`src/rtl/uart_seq_pkg.sv`:
```
// rtl/uart_seq_pkg.sv - shared state encoding and sizing helper for the UART command sequencer
package uart_seq_pkg;

    typedef logic [1:0] state_t;

    localparam state_t ST_IDLE = 2'd0;
    localparam state_t ST_SEND = 2'd1;
    localparam state_t ST_RECV = 2'd2;
    localparam state_t ST_DONE = 2'd3;

    // A length field must hold 0..depth inclusive, hence one bit more than an address.
    function automatic int len_width(input int depth);
        return $clog2(depth) + 1;
    endfunction

endpackage

```
`src/rtl/uart_seq_buf.sv`:
```
// rtl/uart_seq_buf.sv - simple dual-port register array, sync write, registered read
//
// Ports:
//   clk, rst_n       clock, async active-low reset (clears the read register only)
//   wr_en/wr_addr/wr_data  synchronous write port
//   rd_addr/rd_data  read port, one-cycle latency
module uart_seq_buf #(
    parameter int WIDTH = 8,
    parameter int DEPTH = 16
) (
    input  logic                     clk,
    input  logic                     rst_n,
    input  logic                     wr_en,
    input  logic [$clog2(DEPTH)-1:0] wr_addr,
    input  logic [WIDTH-1:0]         wr_data,
    input  logic [$clog2(DEPTH)-1:0] rd_addr,
    output logic [WIDTH-1:0]         rd_data
);

    logic [WIDTH-1:0] mem [DEPTH];

    // Storage is deliberately not reset; contents are undefined after reset.
    always_ff @(posedge clk) begin
        if (wr_en) begin
            mem[wr_addr] <= wr_data;
        end
    end

    always_ff @(posedge clk or negedge rst_n) begin
        if (!rst_n) begin
            rd_data <= '0;
        end else begin
            rd_data <= mem[rd_addr];
        end
    end

endmodule

```
`src/rtl/uart_cmd_sequencer.sv`:
```
// rtl/uart_cmd_sequencer.sv - replays a command burst into a UART and collects the response
//
// Ports:
//   clk, rst_n                    clock, async active-low reset
//   wr_en_i/wr_addr_i/wr_data_i   command buffer load port (honoured only in IDLE)
//   start_i, tx_len_i, rx_len_i   launch pulse and burst lengths (clamped to buffer depth)
//   busy_o, done_o                transaction in progress / one-cycle completion pulse
//   timeout_o, overflow_o         sticky status, cleared by the next start
//   rx_count_o                    response words captured
//   rd_addr_i/rd_data_o           response readback, one-cycle latency
//   m_axis_*                      command words toward the UART transmitter
//   s_axis_*                      response words from the UART receiver
module uart_cmd_sequencer
    import uart_seq_pkg::*;
#(
    parameter int DATA_WIDTH     = 8,
    parameter int MAX_TX_WORDS   = 16,
    parameter int MAX_RX_WORDS   = 16,
    parameter int TIMEOUT_CYCLES = 12000
) (
    input  logic                            clk,
    input  logic                            rst_n,
    input  logic                            wr_en_i,
    input  logic [$clog2(MAX_TX_WORDS)-1:0] wr_addr_i,
    input  logic [DATA_WIDTH-1:0]           wr_data_i,
    input  logic                            start_i,
    input  logic [$clog2(MAX_TX_WORDS):0]   tx_len_i,
    input  logic [$clog2(MAX_RX_WORDS):0]   rx_len_i,
    output logic                            busy_o,
    output logic                            done_o,
    output logic                            timeout_o,
    output logic                            overflow_o,
    output logic [$clog2(MAX_RX_WORDS):0]   rx_count_o,
    input  logic [$clog2(MAX_RX_WORDS)-1:0] rd_addr_i,
    output logic [DATA_WIDTH-1:0]           rd_data_o,
    output logic [DATA_WIDTH-1:0]           m_axis_tdata,
    output logic                            m_axis_tvalid,
    input  logic                            m_axis_tready,
    input  logic [DATA_WIDTH-1:0]           s_axis_tdata,
    input  logic                            s_axis_tvalid,
    output logic                            s_axis_tready
);

    localparam int TXA = $clog2(MAX_TX_WORDS);
    localparam int TXL = len_width(MAX_TX_WORDS);
    localparam int RXA = $clog2(MAX_RX_WORDS);
    localparam int RXL = len_width(MAX_RX_WORDS);
    localparam int TW  = $clog2(TIMEOUT_CYCLES);

    state_t          state_q;
    logic            busy_q;
    logic            done_q;
    logic            timeout_q;
    logic            overflow_q;
    logic            tvalid_q;
    logic            ready_q;
    logic [TXL-1:0]  tx_len_q;
    logic [RXL-1:0]  rx_len_q;
    logic [TXL-1:0]  tx_idx_q;
    logic [TXL-1:0]  tx_idx_d;
    logic [RXL-1:0]  rx_count_q;
    logic [TW-1:0]   timer_q;
    logic [TXL-1:0]  tx_len_c;
    logic [RXL-1:0]  rx_len_c;
    logic [DATA_WIDTH-1:0] tx_word;
    logic            tx_fire;
    logic            rx_fire;

    assign tx_len_c = (tx_len_i > TXL'(MAX_TX_WORDS)) ? TXL'(MAX_TX_WORDS) : tx_len_i;
    assign rx_len_c = (rx_len_i > RXL'(MAX_RX_WORDS)) ? RXL'(MAX_RX_WORDS) : rx_len_i;

    assign tx_fire = tvalid_q & m_axis_tready;
    // The receiver is always drained once out of reset so the UART never overruns;
    // only words landing in RECV are kept.
    assign rx_fire = ready_q & s_axis_tvalid;

    // The command buffer read is registered, so it is addressed with the next index;
    // its output then always lines up with tx_idx_q and holds steady during a stall.
    always_comb begin
        tx_idx_d = tx_idx_q;
        if (state_q == ST_IDLE) begin
            tx_idx_d = '0;
        end else if (state_q == ST_SEND && tx_fire) begin
            tx_idx_d = tx_idx_q + 1'b1;
        end
    end

    uart_seq_buf #(
        .WIDTH (DATA_WIDTH),
        .DEPTH (MAX_TX_WORDS)
    ) u_tx_buf (
        .clk     (clk),
        .rst_n   (rst_n),
        .wr_en   (wr_en_i && state_q == ST_IDLE),
        .wr_addr (wr_addr_i),
        .wr_data (wr_data_i),
        .rd_addr (tx_idx_d[TXA-1:0]),
        .rd_data (tx_word)
    );

    uart_seq_buf #(
        .WIDTH (DATA_WIDTH),
        .DEPTH (MAX_RX_WORDS)
    ) u_rx_buf (
        .clk     (clk),
        .rst_n   (rst_n),
        .wr_en   (rx_fire && state_q == ST_RECV),
        .wr_addr (rx_count_q[RXA-1:0]),
        .wr_data (s_axis_tdata),
        .rd_addr (rd_addr_i),
        .rd_data (rd_data_o)
    );

    always_ff @(posedge clk or negedge rst_n) begin
        if (!rst_n) begin
            state_q    <= ST_IDLE;
            busy_q     <= 1'b0;
            done_q     <= 1'b0;
            timeout_q  <= 1'b0;
            overflow_q <= 1'b0;
            tvalid_q   <= 1'b0;
            ready_q    <= 1'b0;
            tx_len_q   <= '0;
            rx_len_q   <= '0;
            tx_idx_q   <= '0;
            rx_count_q <= '0;
            timer_q    <= '0;
        end else begin
            ready_q  <= 1'b1;
            done_q   <= 1'b0;
            tx_idx_q <= tx_idx_d;
            case (state_q)
                ST_IDLE: begin
                    if (start_i) begin
                        tx_len_q   <= tx_len_c;
                        rx_len_q   <= rx_len_c;
                        timeout_q  <= 1'b0;
                        overflow_q <= 1'b0;
                        rx_count_q <= '0;
                        timer_q    <= '0;
                        busy_q     <= 1'b1;
                        if (tx_len_c != '0) begin
                            state_q  <= ST_SEND;
                            tvalid_q <= 1'b1;
                        end else if (rx_len_c != '0) begin
                            state_q <= ST_RECV;
                        end else begin
                            state_q <= ST_DONE;
                        end
                    end
                end
                ST_SEND: begin
                    if (tx_fire && (tx_idx_q + 1'b1 == tx_len_q)) begin
                        tvalid_q <= 1'b0;
                        timer_q  <= '0;
                        state_q  <= (rx_len_q != '0) ? ST_RECV : ST_DONE;
                    end
                end
                ST_RECV: begin
                    // A word on the expiry cycle wins over the timeout.
                    if (rx_fire) begin
                        rx_count_q <= rx_count_q + 1'b1;
                        timer_q    <= '0;
                        if (rx_count_q + 1'b1 == rx_len_q) begin
                            state_q <= ST_DONE;
                        end
                    end else if (timer_q == TW'(TIMEOUT_CYCLES - 1)) begin
                        timeout_q <= 1'b1;
                        state_q   <= ST_DONE;
                    end else begin
                        timer_q <= timer_q + 1'b1;
                    end
                end
                default: begin
                    done_q  <= 1'b1;
                    busy_q  <= 1'b0;
                    state_q <= ST_IDLE;
                end
            endcase
            if (rx_fire && state_q != ST_RECV) begin
                overflow_q <= 1'b1;
            end
        end
    end

    assign busy_o        = busy_q;
    assign done_o        = done_q;
    assign timeout_o     = timeout_q;
    assign overflow_o    = overflow_q;
    assign rx_count_o    = rx_count_q;
    assign m_axis_tvalid = tvalid_q;
    assign m_axis_tdata  = tvalid_q ? tx_word : '0;
    assign s_axis_tready = ready_q;

endmodule

```
`config.mk`:
```
export PLATFORM = sky130hd
export DESIGN_NAME = uart_cmd_sequencer
export DESIGN_NICKNAME = d
export VERILOG_FILES = /design/src/rtl/uart_seq_pkg.sv /design/src/rtl/uart_seq_buf.sv /design/src/rtl/uart_cmd_sequencer.sv
export SDC_FILE = /design/constraint.sdc
export NUM_CORES = 1
export LEC_CHECK = 0
export ABC_AREA = 1
export ABC_CLOCK_PERIOD_IN_PS = 1920
export CAP_MARGIN = 15
export CORE_MARGIN = 2
export CORE_UTILIZATION = 50
export DETAILED_ROUTE_END_ITERATION = 10
export PLACE_DENSITY = 0.78
export SYNTH_ARGS = -nofsm -noshare
export SYNTH_HDL_FRONTEND = slang
export SYNTH_SLANG_ARGS = --single-unit
```
`constraint.sdc`:
```
create_clock -name clk -period 1.92 [get_ports clk]
set_input_delay 0.384 -clock clk [delete_from_list [all_inputs] [get_ports clk]]
set_output_delay 0.384 -clock clk [all_outputs]
set_load 0.05 [all_outputs]
```
# Word-level counts from Yosys, hierarchy flattened
# Memory sizes are Yosys's and may differ from the RTL's. A register that Yosys moved wholly into a read port is not among the register bits.
# Cells that the tools add are included.
# totals
register_bits,42
latch_bits,0
ram_bits,256
mem_bits_ro,0
input_bits,40
word_cells,104
n_memories,2
# memory_table
memory,depth,word_bits,read_ports,rd_clocked_by_memory_dff,wr,line_no,source
u_rx_buf.mem,16,8,1,1,1,uart_seq_buf.sv:20,logic [WIDTH-1:0] mem [DEPTH];
u_tx_buf.mem,16,8,1,1,1,uart_seq_buf.sv:20,
# op_classes
addsub,3
multipliers,0
div,0
order_cmp,2
n_eq_ne,15
n_shift,0
muxes,39
n_bitwise,3
reduce_logical,27
# ops
operator,count
2-to-1 mux 14 bit,4
one-hot mux 14 bit (3 select lines),1
2-to-1 mux 5 bit,6
2-to-1 mux 1 bit,16
AND reduction 4 bit,4
nonzero test 5 bit,3
"adder 14 x 1 -> 14 bit, second input constant",1
"== test 14 bit, second input constant",1
2-to-1 mux 2 bit,6
"adder 5 x 1 -> 5 bit, second input constant",2
== test 5 bit,2
"> comparator 5 bit, second input constant",2
one-hot mux 5 bit (2 select lines),1
nonzero test 2 bit,5
2-to-1 mux 8 bit,1
"!= test 2 bit, second input constant",4
"!= test 2 x 1 -> 1 bit, second input constant",3
"!= test 3 x 2 -> 1 bit, second input constant",2
one-hot mux 1 bit (2 select lines),3
one-hot mux 2 bit (3 select lines),1
AND reduction 2 bit,3
logical AND 1 bit,5
"!= test 3 bit, second input constant",1
AND reduction 3 bit,1
9 further kinds,11

# Logic depth before layout (Yosys ltp)
# logic_depth
depth_word,7
depth_mapped,14
mapped_depth_nobuf,13

# Hierarchy
# From an unflattened synthesis, not the netlist that was laid out.
# unflattened
cells_unflattened,1481
hier_area_um2,14268.7
# by_module_without_submodules
module,n_inst,cells_each,area_each_um2
uart_seq_buf (u_rx_buf),1,551,5813.1
uart_seq_buf (u_tx_buf),1,552,5810.6
uart_cmd_sequencer,1,378,2645.0

# Worst setup path before layout
# Ideal clock, no wire load.
# synth_path
path_kind,flip-flop to flip-flop
from,register ready_q (netlist: s_axis_tready)
to,memory u_rx_buf.mem[11][0] (enable)
setup_time_ns,0.383
arrival_ns,1.752
required_ns,1.537
slack_ns,-0.216
path_stages_with_launch,5
cell_sequence,dfrtp_1 nand2_1 nor2_1 inv_1 nor3_1
# synth_between
elab_chain_cells,4
# synth_lines
element,line_no,source
start: declaration,uart_cmd_sequencer.sv:56,logic ready_q;
start signal: assignment,uart_cmd_sequencer.sv:122,ready_q <= 1'b0;
start signal: assignment,uart_cmd_sequencer.sv:129,ready_q <= 1'b1;
AND 1 bit,uart_cmd_sequencer.sv:75,assign rx_fire = ready_q & s_axis_tvalid;
logical AND 1 bit,uart_cmd_sequencer.sv:107,".wr_en (rx_fire && state_q == ST_RECV),"
2-to-1 mux 1 bit,uart_seq_buf.sv:24,if (wr_en) begin
2-to-1 mux 1 bit (implied by the code),uart_seq_buf.sv:25,mem[wr_addr] <= wr_data;
end: declaration,uart_seq_buf.sv:20,
# Every way passes these cells.

# Worst setup path after layout
# layout_path
from,register state_q[1]
to,"register u_tx_buf.rd_data[4], read port of u_tx_buf.mem"
# layout_between
elab_chain_cells,4
word_cells_on_any_way,5
# layout_lines
element,line_no,source
start: declaration,uart_cmd_sequencer.sv:50,state_t state_q;
start signal: assignment,uart_cmd_sequencer.sv:156,state_q <= (rx_len_q != '0) ? ST_RECV : ST_DONE;
== test 2 x 1 -> 1 bit,uart_cmd_sequencer.sv:83,end else if (state_q == ST_SEND && tx_fire) begin
logical AND 1 bit,uart_cmd_sequencer.sv:83,
2-to-1 mux 5 bit,uart_cmd_sequencer.sv:83,
2-to-1 mux 5 bit (*),uart_cmd_sequencer.sv:81,if (state_q == ST_IDLE) begin
end: declaration,uart_seq_buf.sv:17,output logic [WIDTH-1:0] rd_data
# Mark *: on every way between the ends. The rest lies on a longest branch, timed or not. The select of a mux whose other input is x is not followed.
# A chain may end at the register's enable or synchronous reset.

==> run summary <==
The number of enable-type register cells in the synthesized netlist is 256. The power per cell area is 1195 nW/um^2. The area taken by multi-input logic gates came out at 3837 um^2.

The overall die width came out at 168.6 um. The number of global-route vias before repair is 9713. IR analysis of the VDD net gives a maximum drop of 0.0007193 V. The final layout contains routed wiring with a total length of 32760 um. The row count is 60. The startpoint identified for the worst register-to-register timing path is state_q[1].

The proportion of synthesized chip area in sequential cells came out at 0.6747. The via count came out at 9834. The total area of sequential cells is 9144 um^2. Of all flip-flops after synthesis, the portion carrying an async set or reset was 0.1847.

The root buffer selected by CTS is clkbuf_16. The clock skew after layout came out at 0.03272 ns. The worst min-delay path class is input port to asynchronous set/reset pin. After routing the design area is 16690 um^2. After synthesis, the most frequently instantiated cells are nand2_1, edfxtp_1, inv_1. The number of antenna diodes in the final layout is 0. The final sum of negative setup slack came out at -0.7539 ns. The detailed router finished its first iteration with 944 violations. Setup repair after global routing could not meet its margin everywhere.

The height of the chip came out at 168.6 um. In this run the critical register-to-register path is captured at u_tx_buf.rd_data[4]. The number of hold violations in the final report came out at 0.

The worst max-slew margin expressed relative to the limit came out at 0.5706. The half-perimeter wire length of the detailed placement result came out at 20160 um. The area enclosed by the die boundary is 28420 um^2.

Counting cells, the worst reg-to-reg path comes to 11. For this run, the leading register cell type out of synthesis is edfxtp_1. Data on the critical path arrives at its endpoint at 2.50 ns.

Global routing finished with a remaining overflow of 0. Yosys attributes the largest share of cell area to edfxtp_1, dfrtp_1, nand2_1. The number of distinct library cells after synthesis came out at 32. In this run the worst path has a maximum fanout of 9. The number of max-slew violations in the final report is 0.

The number of inserted filler cells in the final layout came out at 1943. Counting flops and latches in the post-synthesis netlist gives 314. In the global route stage, overall resource usage came out at 0.2263. The DRC violation count after routing came out at 0. Using the TritonRoute via totals, the vias-per-cell ratio works out to 5.691.

The initial standard-cell utilization of the core is 0.5054. The number of CTS-inserted buffers is 31. The final instance count without filler cells is 1728. The final worst-path setup slack came out at -0.1239 ns. The total power is 19.95 mW. The synthesized design spends more area on one cell type than any other, namely edfxtp_1.

After clock tree synthesis, the clock-pin slew on the worst setup and hold paths is 0.06 ns. The launch point of the worst path is state_q[1]. The transition time of the tightest slew-check pin came out at 0.6421 ns. The worst endpoint required time came out at 2.38 ns. At the end of routability-driven placement, the weighted congestion stood at 0.8246. The core outline area is 26800 um^2. When the netlist entered floorplanning its net count stood at 1254.

For this run, the detailed router's first-pass iteration total came to 5. The number of antenna violations at the first check in global routing is 0. The most common cell in the synthesized netlist is nand2_1. The final hold slack came out at 0.2816 ns. The placed cell count is 1653. The cell area reported after detailed placement is 15220 um^2. The mean instance size in the synthesized netlist came out at 11.25 um^2. The layout overhead on the synthesized area is 23.25%. The cell area after synthesis is 13540 um^2. The gate count after technology mapping came out at 1204.

Dividing the detail-routed wire length by the instance count gives 18.96 um. Dividing the final minimum period by the clock period gives 1.065. The setup slack of the most critical reg-to-reg path came out at -0.12 ns. Entering global routing, the biggest net connects 51 pins. The first-pass GRT wire length is 50640 um.

The static power due to leakage came out at 6.790 nW. CTS built an H-tree with a depth of 1. The flow ran to the end, but the final reports show violations. The clock insertion delay at the later pin of the skew report came out at 0.57 ns.

The checks that failed: negative setup slack. The final-stage net count came out at 1414. The worst setup path is captured at a flop.

The CTS tree is yes. The final period demand of the worst path came out at 2.044 ns. The detail route stage leaves a number of antenna-violating nets equal to 0. The maximum count of clock buffers along a single path is 3. Max-cap violations in this run came to 0. The fmax is 489.3 MHz.

The count of input and output buffers came out at 66. The critical path in this run is classified as flop to flop. The number of ports placed on the die boundary is 67. The share of final-layout standard cells stronger than drive strength 1 is 0.1723.

The TritonCTS sink count came out at 314. The number of warnings printed during yosys synthesis came out at 0. Setup violations remaining at the end of the flow were counted as 32. The type of element launching the critical path is a flop. The area share of the largest cell type after synthesis came out at 0.5676.
[placed cells by master, fill, tap and decap left out, types with 5 or more instances in the layout]
master / Yosys / layout
dlygate4sd2_1: 0 / 11
nor2_1: 63 / 57
buf_12: 0 / 16
nand2_2: 0 / 21
nand4_1: 28 / 28
o21ai_0: 51 / 50
ha_1: 10 / 6
nor3_1: 9 / 9
inv_1: 138 / 136
nand2_1: 265 / 234
clkinv_2: 0 / 8
o211ai_1: 80 / 80
clkbuf_16: 0 / 33
clkdlybuf4s50_1: 0 / 37
inv_2: 8 / 7
mux2i_1: 32 / 32
buf_4: 9 / 95
buf_6: 1 / 8
dfrtp_1: 58 / 54
a21oi_1: 47 / 47
nand2_4: 0 / 10
nand3_1: 84 / 80
clkinv_1: 2 / 13
nor2_2: 2 / 8
nand3_2: 5 / 5
edfxtp_1: 256 / 256
[per-stage QoR]
stage | util | setup slack [ns]
CTS | 0.6119 | -0.03097
detailed placement | 0.5677 | -0.3380
floorplan | - | -0.2157
global route | 0.6229 | -0.2151
finish | 0.6229 | -0.1239
global placement | 0.5677 | -0.2431
[routing by layer]
metal	track usage	part of all wire	vias to the layer above
met5	0	0	-
met4	0.06822	0.026	0
met2	0.3938	0.51	429
met1	0.2982	0.40	4797
li1	-	-	4518
met3	0.03110	0.068	90
[final cells by class]
type | count | area share
clock buffer | 33 | 0.04692
clock inverter | 23 | 0.008170
inverter | 148 | 0.03403
multi-input combinational | 693 | 0.2299
sequential | 314 | 0.5477
tap | 341 | 0.02556
timing repair buffer | 176 | 0.1077
[what timing repair did]
item / 4_1_cts / 5_1_grt
cloned: 5 / 2
pin swaps: 10 / 26
endpoints found under the setup margin: 19 / 224
setup buffers: 6 / 6
resized for setup: 32 / 62
hold buffers: 1 / 0
hold endpoints to repair: 11 / 0
[sequential cells by signal, indices dropped and copies added, names as in the netlist]
signal            flops
busy_o                1
s_axis_tready         1
u_rx_buf.rd_data      8
rx_count_o            5
tx_len_q              5
u_tx_buf.rd_data      8
rx_len_q              5
u_tx_buf.mem        128
state_q               2
timer_q              14
m_axis_tvalid         1
u_rx_buf.mem        128
tx_idx_q              5
timeout_o             1
overflow_o            1
done_o                1
[worst max-delay path by stage]
| stage | depth (start not counted) | slack (ns) | to |
|---|---|---|---|
| 5_1_grt | 11 | -0.22 | u_tx_buf.rd_data[4] |
| 6_report | 11 | -0.12 | u_tx_buf.rd_data[4] |
| 3_5_place_dp | 11 | -0.34 | u_tx_buf.rd_data[0] |
| 4_1_cts | 11 | -0.03 | u_tx_buf.rd_data[5] |
| 2_1_floorplan | 4 | -0.22 | u_rx_buf.mem[11][0] |
| 3_3_place_gp | 11 | -0.24 | u_tx_buf.rd_data[0] |
[report_power, final]
group	switching, mW	internal, mW	total [mW]
Combinational	3.79	2.52	6.32
Sequential	0.277	7.79	8.07
Clock	2.50	3.06	5.56
Total	6.57	13.4	19.9
[kinds of logic (layout without fill, tap and decap cells)]
logic type      after synthesis  after routing  share of synthesized area
other cells                   1              1                  0.0002769
xor+xnor                      4              4                   0.002587
compound gates              189            189                    0.08647
mux                          32             32                    0.02365
fa+ha+maj                    10             10                   0.009238
simple gates                457            457                     0.1436
buf+inv                     197            380                    0.05940
flops                       314            314                     0.6747
[critical path, stage by stage, from the launching register on]
cell,delay [ns]
dfrtp_1,0.39
inv_2,0.09
ha_4,0.18
nand3_4,0.09
nand2_4,0.08
nand3_4,0.19
buf_12,0.21
bufbuf_16,0.26
o211ai_1,0.18
nand3_1,0.11
nand3_1,0.09
nand2_1,0.06
Note: power is estimated with default switching activity, not from simulation.
==> RTL edit (same flow settings) <==
Reset style: synchronous (`rst_n`), changed in 2 clocked blocks. Comments in the files are not updated.
--- a/src/rtl/uart_seq_buf.sv
+++ b/src/rtl/uart_seq_buf.sv
@@ -26,7 +26,7 @@
         end
     end
 
-    always_ff @(posedge clk or negedge rst_n) begin
+    always_ff @(posedge clk) begin
         if (!rst_n) begin
             rd_data <= '0;
         end else begin
--- a/src/rtl/uart_cmd_sequencer.sv
+++ b/src/rtl/uart_cmd_sequencer.sv
@@ -111,7 +111,7 @@
         .rd_data (rd_data_o)
     );
 
-    always_ff @(posedge clk or negedge rst_n) begin
+    always_ff @(posedge clk) begin
         if (!rst_n) begin
             state_q    <= ST_IDLE;
             busy_q     <= 1'b0;
Function: differs if rst_n is asserted again (counterexample within 4 cycles, from zero or initial values and one cycle with rst_n low); with rst_n held inactive, the same outputs for 4 cycles.
==> RTL edit against the original RTL <==
- area after synthesis down 0.90%
- cell area down 2.0%
- die area down 0.88%
- power down 9.4%
- utilization up 0.13 points
- sequential share of layout area down 0.55 points
- routed wire length down 0.78%
- sequential power about the same
- non-clock buffer count down 3
- sequential cell count unchanged
- setup slack better by 0.13 ns
- highest routed layer unchanged
==> RTL edit: results (changes against the original RTL) <==
* Metal3 WL at 2665 um (+20%)
* R2R Setup Slk at 0.006 ns (+0.13 ns)
* Period utilisation layout at 0.9967 (-0.06786)
* Placed cell count at 1667 (+0.85%)
* Top cells by area, synth: edfxtp_1, dfxtp_1, nand2_1
* CP max stage delay at 0.32 ns (-0.07 ns)
* Per-cell routed wire length at 18.66 um (-1.6%)
* Fin Clk Skew at 0.01852 ns (-0.01420 ns)
* Critical Path Sink: u_tx_buf.rd_data[3]
* Tot GR Track Use at 0.2238 (-0.002501)
* Status: finished, final reports clean
* Via count at 9887 (+0.54%)
* Post-CTS sizing at 21 (-34%)
* HP Class: flop to flop
* Hold_ws at 0.4837 ns (+0.2022 ns)
* Syn Area/Cell at 10.88 um^2 (-3.3%)
* FF-to-FF Start: state_q[1]
* Clock group power at 5.91 mW (+6.3%)
* Share of cells above drive strength 1 at 0.1656 (-0.006714)
* GP Congestion at 0.8865 (+7.5%)
* Worst-path maximum fanout at 6 (-3)
* Grt met3 use at 0.03855 (+0.007455)
* Met1 WL at 13210 um (+1.1%)
* Synth cell count leaders: edfxtp_1, nand2_1, nor2_1
* CTS Buf Count at 30 (-3.2%)
* Crit path DAT at 2.37 ns (-0.13 ns)
* Routed vias/inst at 5.676 (-0.27%)
* Post-synth ARST share at 0 (-0.1847)
* Met2 wire length at 15900 um (-4.4%)
* VDD IR max at 0.6719 mV (-6.6%)
* Skew-Pair Late Insertion Delay at 0.55 ns (-0.02 ns)
* Met1 global-route usage at 0.2998 (+0.001657)
* Lkg Pwr at 6.339 nW (-6.6%)
* Clock share of power at 0.327 (+0.048)
* Pin count of the biggest net entering global routing at 45 (-12%)
* Worst-margin pin slew at 0.6370 ns (-0.005108 ns)
* Worst path slowest cell: dfxtp_2
* Final HPWL from detailed placement at 20600 um (+2.2%)
* Syn Nets at 1284 (+2.4%)
* Post-synthesis sequential area ratio at 0.6592 (-0.01552)
* Switch share at 0.2970 (-0.03252)
* Met2 Usage GRT at 0.3816 (-0.01221)
* R2R depth at 13 (+2)
* Hold path startpoint: tx_len_q[4]
* Post-CTS repair timing setup buffer count at 3 (-3)
* Sequential power share at 0.444 (+0.039)
==> RTL edit: cell count changes after synthesis, sizes merged, moves of 11 or more <==
| cell | unedited run | this run |
|---|---|---|
| dfrtp | 58 | 0 |
| clkbuf | 18 | 29 |
| o221ai | 0 | 24 |
| mux2i | 32 | 0 |
| dfxtp | 0 | 58 |
| nand2 | 265 | 192 |
| nor2 | 66 | 154 |
| o21ai | 52 | 79 |
==> RTL edit: kinds of logic (layout without fill, tap and decap cells) <==
| group | Yosys count | after routing | synth area share |
|---|---|---|---|
| compound gates | 236 | 236 | 0.1116 |
| xor+xnor | 2 | 2 | 0.001305 |
| simple gates | 474 | 476 | 0.1539 |
| fa+ha+maj | 10 | 10 | 0.009321 |
| flops | 314 | 314 | 0.6592 |
| buf+inv | 198 | 369 | 0.06469 |
==> RTL edit: area by class of cell <==
class	count	area, um^2
multi-input combinational	724	3859
inverter	140	530.5
clock inverter	14	152.6
fill	1979	9849
clock buffer	42	837.1
timing repair buffer	173	1689
tap	335	419.2
sequential	314	8870
